==> src/rtl/sweep_peak_detector_pkg.sv <==
// Shared types and widths for the sweep peak detector: FSM encoding, default
// counter width and the most-negative sample constant used to seed the running maximum.
package sweep_peak_detector_pkg;

  localparam int word_width      = 16;
  localparam int sweep_cnt_width = 16;

  typedef enum logic [1:0] {PK_IDLE, PK_SEARCH, PK_DONE} peak_state_t;

  function automatic logic signed [word_width-1:0] most_neg();
    return {1'b1, {(word_width-1){1'b0}}};
  endfunction

endpackage

==> src/rtl/sweep_peak_detector.sv <==
// Tracks the signed maximum (first occurrence) of a smoothed sample stream over one
// sweep and publishes value, index and a threshold-qualified found flag at sweep end.
module sweep_peak_detector
  import sweep_peak_detector_pkg::*;
#(
  parameter int cnt_width = sweep_cnt_width
) (
  input  logic                         clk,
  input  logic                         rst,
  input  logic                         sweep_start,
  input  logic                         sweep_abort,
  input  logic        [cnt_width-1:0]  sweep_len,
  input  logic signed [word_width-1:0] threshold,
  input  logic signed [word_width-1:0] sample_in,
  input  logic                         sample_in_valid,
  output logic                         busy,
  output logic signed [word_width-1:0] peak_value,
  output logic        [cnt_width-1:0]  peak_index,
  output logic                         peak_found,
  output logic                         peak_valid
);

  peak_state_t                  state_q, state_d;
  logic        [cnt_width-1:0]  len_q, cnt_q, run_idx_q;
  logic signed [word_width-1:0] thr_q, run_max_q;

  logic                         load, accept, publish, upd;
  logic        [cnt_width-1:0]  cnt_nxt, cand_idx, pub_idx;
  logic signed [word_width-1:0] cand_max, pub_max, pub_thr;

  // Results are captured on the edge that enters DONE, so the pulse and the
  // updated registers appear together one cycle after the final sample's edge.
  always_comb begin
    state_d  = state_q;
    load     = 1'b0;
    accept   = 1'b0;
    publish  = 1'b0;
    cnt_nxt  = cnt_q + cnt_width'(1);
    upd      = sample_in_valid && ($signed(sample_in) > $signed(run_max_q));
    cand_max = upd ? sample_in : run_max_q;
    cand_idx = upd ? cnt_q : run_idx_q;
    pub_max  = cand_max;
    pub_idx  = cand_idx;
    pub_thr  = thr_q;

    if (sweep_abort) begin
      state_d = PK_IDLE;
    end else if (sweep_start) begin
      load = 1'b1;
      if (sweep_len == '0) begin
        state_d = PK_DONE;
        publish = 1'b1;
        pub_max = most_neg();
        pub_idx = '0;
        pub_thr = threshold;
      end else begin
        state_d = PK_SEARCH;
      end
    end else begin
      case (state_q)
        PK_SEARCH: begin
          if (sample_in_valid) begin
            accept = 1'b1;
            if (cnt_nxt == len_q) begin
              state_d = PK_DONE;
              publish = 1'b1;
            end
          end
        end
        PK_DONE: state_d = PK_IDLE;
        default: state_d = PK_IDLE;
      endcase
    end
  end

  always_ff @(posedge clk or negedge rst) begin
    if (!rst) begin
      state_q    <= PK_IDLE;
      len_q      <= '0;
      thr_q      <= '0;
      cnt_q      <= '0;
      run_max_q  <= most_neg();
      run_idx_q  <= '0;
      peak_value <= most_neg();
      peak_index <= '0;
      peak_found <= 1'b0;
    end else begin
      state_q <= state_d;
      if (load) begin
        len_q     <= sweep_len;
        thr_q     <= threshold;
        cnt_q     <= '0;
        run_max_q <= most_neg();
        run_idx_q <= '0;
      end else if (accept) begin
        cnt_q     <= cnt_nxt;
        run_max_q <= cand_max;
        run_idx_q <= cand_idx;
      end
      if (publish) begin
        peak_value <= pub_max;
        peak_index <= pub_idx;
        peak_found <= ($signed(pub_max) >= $signed(pub_thr));
      end
    end
  end

  assign busy       = (state_q == PK_SEARCH);
  assign peak_valid = (state_q == PK_DONE);

endmodule

==> config.mk <==
export PLATFORM = sky130hd
export DESIGN_NAME = sweep_peak_detector
export DESIGN_NICKNAME = d
export VERILOG_FILES = /design/src/rtl/sweep_peak_detector_pkg.sv /design/src/rtl/sweep_peak_detector.sv
export SDC_FILE = /design/constraint.sdc
export NUM_CORES = 1
export LEC_CHECK = 0
export CORE_AREA = 2 2 109 216
export DETAILED_ROUTE_END_ITERATION = 12
export DIE_AREA = 0 0 111 218
export SLEW_MARGIN = 30
export SYNTH_ARGS = -nofsm -noshare
export SYNTH_HDL_FRONTEND = slang
export SYNTH_SLANG_ARGS = --single-unit
==> constraint.sdc <==
create_clock -name clk -period 5 [get_ports clk]
set_input_delay 1 -clock clk [delete_from_list [all_inputs] [get_ports clk]]
set_output_delay 1 -clock clk [all_outputs]
set_load 0.05 [all_outputs]
==> flow_metrics.py <==
metrics = {
    "clock_network": {
        "clkSinkCount": 115,
        "path_clk_slew_ns": 0.06,
        "cts-resized-gates": 0,
        "root_buffer": "clkbuf_16",
        "clock_latency_ns": 0.42,
        "cts_inserted_buffers": 17,
        "hold_buffers": 0,
        "htree_levels": 4,
        "clockBufferDepth": 2,
        "cts_setup_buffers": 0,
        "cts_tree": "done",
    },
    "logic_synthesis": {
        "synth_top_family_by_area": "simple AND/OR/NAND/NOR gates",
        "synth_fa_ha_area_share_pct": 6.22,
        "ys_seq_area_share_pct": 43.4,
        "ys_types": 57,
        "muxShareOfSynthArea_pct": 14.3,
        "yosys_warnings": 0,
        "synth-simple-area-share_pct": 14.9,
        "synth_area_sq_mm": 0.00664,
        "synth_xor_area_share_pct": 2.77,
        "syn_inst": 683,
        "syn_nets": 769,
        "synth_compound_area_share_pct": 12.4,
        "synth_edf_count": 0,
        "ys.flop_type": "dfrtp_1",
        "synth-seq-cells": 115,
        "synthArstFlopShare_pct": 100,
        "syn-mean-instance-area_sq_um": 9.72,
    },
    "flow_run": {
        "maxCapViolations": 0,
    },
    "drt": {
        "drc_errors": 0,
        "drtPass1Iterations": 4,
        "finalWirelength_microns": 19800,
        "wire_per_inst_microns": 18.6,
        "vias": 5365,
        "vias_per_cell": 5.02,
        "drt_iter0_drc": 213,
        "ant_nets": 0,
    },
    "power_and_ir_drop": {
        "peakVddDrop_uv": 227,
        "leakagePower_nw": 3.67,
        "powerDensity_mw_per_mm2": 298,
    },
    "layout": {
        "final_common_cell": "dfrtp_1",
        "drive_above_1_share_pct": 14.0,
        "utilization_pct": 37.6,
        "n_antenna_cell": 0,
        "layout.cells.most_common_list": "113 x dfrtp_1, 86 x clkdlybuf4s50_1, 59 x mux2i_1",
        "nNetsFinal": 861,
        "areaGrowthSynthToFinish_pct": 27.8,
        "n_fill_cell": 2222,
    },
    "global_routing": {
        "grt_pass1_vias": 5541,
        "grt_max_degree": 67,
        "grtUsageMet1_pct": 15.3,
        "grtUsageMet2_pct": 33.0,
        "grt-busiest-layer": "met2",
        "grt_overflow": 0,
        "grt_use_total_pct": 16.4,
        "grt_pass1_wl_microns": 30300,
        "antenna_found_initial": 0,
        "met3_usage_pct": 2.17,
    },
    "worst_setup_path": {
        "critPathKind": "in2reg",
        "ff2ff_setup_slack_ns": 0.87,
        "slowest_stage": "clkdlybuf4s50_1",
        "cp.required_ns": 5.30,
        "arrival_ns": 4.95,
        "crit_chain": "clkdlybuf4s50_1 -> ha_1 -> nand4_1 -> o41a_1 -> o21ai_0 -> o21ba_1 -> or2_1 -> buf_4 -> a21oi_1 -> nor2_1 -> ha_1 -> nand4_1 -> a2111oi_0 -> buf_4 -> nor3_1 -> a2bb2oi_1 -> a21oi_1 -> mux2i_1",
        "crit_family": "compound AO/OA/AOI/OAI gates",
        "critical_path_buf_inv_count": 3,
        "end_kind": "flip-flop",
        "path_max_fanout": 12,
        "max_stage_delay_ns": 0.49,
        "start_kind": "input port",
    },
    "sta": {
        "worst_slew_pin_slew_ns": 0.842,
        "slew_headroom_pct": 43.8,
        "skew_ns": 0.00964,
        "fin_crit_ns": 4.65,
        "fmax_ghz": 0.215,
        "setup_viol": 0,
        "rsz0062_at_grt": "false",
        "worst_hold_slack_ns": 0.503,
        "finalCritPeriodShare_pct": 93.0,
        "hold_viol_final": 0,
        "drv_slew": 0,
    },
    "run_status": {
        "status": "finished, final reports clean",
    },
    "placed_design": {
        "gp_congestion": 0.849,
        "dpl.hpwl_microns": 15000,
        "io_buffer_count": 87,
    },
    "floorplan": {
        "num_rows": 78,
        "core_sq_mm": 0.0225,
        "die_h_microns": 218,
        "start_util_pct": 29.4,
        "dieArea_sq_mm": 0.0242,
        "die_w_microns": 111,
        "io_pins": 88,
    },
    "min_path": {
        "hold_class": "reg2reg",
    },
}
-- worst register-to-register path, stage by stage, from the launching register on --
cell and delay, ns:
dfstp_2 0.51, inv_1 0.06, ha_1 0.32, nand4_1 0.14
o41a_1 0.45, o21ai_0 0.08, o21ba_1 0.17, or2_1 0.22
buf_4 0.18, a21oi_1 0.39, nor2_1 0.09, ha_1 0.32
nand4_1 0.13, a2111oi_0 0.37, buf_4 0.19, nor3_1 0.05
a2bb2oi_1 0.13, a21oi_1 0.14, mux2i_1 0.09
-- power by group --
group / internal, mW / switching [mW] / total [mW]
logic: 0.167 / 0.178 / 0.345
registers: 0.975 / 0.0374 / 1.01
clock network: 0.700 / 0.473 / 1.17
-- synth_stat cells, drive strengths merged, types with 4 or more instances --
cell    number  area share (%)
a211oi       9             1.0
a21oi       31             2.3
buf         14             1.3
clkbuf      30             1.7
dfrtp      113              43
ha          33             6.2
inv         51             2.9
mux2        32             5.4
mux2i       59             8.9
nand2       44             2.5
nand2b       4            0.38
nand3       44             3.3
nand4       16             1.6
nor2        34             2.2
nor2b        5            0.47
nor3        23             1.9
nor4         7            0.89
o211ai       5            0.57
o21ai       61             4.6
o21ba        7             1.1
or2          5            0.47
or3          5            0.47
xnor2       12             1.6
xor2         9             1.2
-- sequential cells by signal (all words and copies together) (netlist names) --
| signal | count |
|---|---|
| thr_q | 16 |
| peak_found | 1 |
| run_idx_q | 16 |
| peak_index | 16 |
| cnt_q | 16 |
| peak_value | 16 |
| run_max_q | 16 |
| state_q | 2 |
| len_q | 16 |
-- worst paths after layout --
kind	from	end	depth (start not counted)
setup / recovery	sample_in[13]	peak_found	18
hold / removal	thr_q[12]	thr_q[12]	1
setup reg to reg	run_max_q[15]	peak_found	18
hold reg to reg	thr_q[12]	thr_q[12]	1
max in group asynchronous	rst	run_idx_q[8]	2
min in group asynchronous	rst	thr_q[1]	1
-- logic make-up (layout without fill, tap and decap cells) --
group	after synthesis	after routing
mux	91	91
xor+xnor	21	21
flops	115	115
simple gates	193	193
compound gates	135	135
buf+inv	95	200
fa+ha+maj	33	33
-- metal layers --
metal  share of wire (%)  routed length, microns
met1                  34                    6820
met2                  59                   11600
met3                 2.3                     456
met4                 4.8                     945
met5                   0                       0
-- cell type report --
class	count	area [sq um]	area share, %
Sequential cell	115	2880	34.0
Timing Repair Buffer	117	1110	13.0
Tap cell	280	350	4.13
Multi-Input combinational cell	473	3380	39.9
Clock buffer	18	439	5.18
Inverter	51	191	2.26
Clock inverter	14	131	1.55
-- metrics by stage --
step	power [mW]	std cells	setup TNS [ns]	instance area [sq um]	worst slack (ns)
floorplan	1.21	683	0	6640	0.530
global placement	1.37	1036	-0.0116	7910	-0.0116
detailed placement	1.38	1036	-0.0876	7910	-0.0876
CTS	2.56	1068	0	8480	0.352
global route	2.63	1068	0	8480	0.112
finish	2.53	1068	0	8480	0.349
No activity file was read; power rests on OpenSTA's default activity.
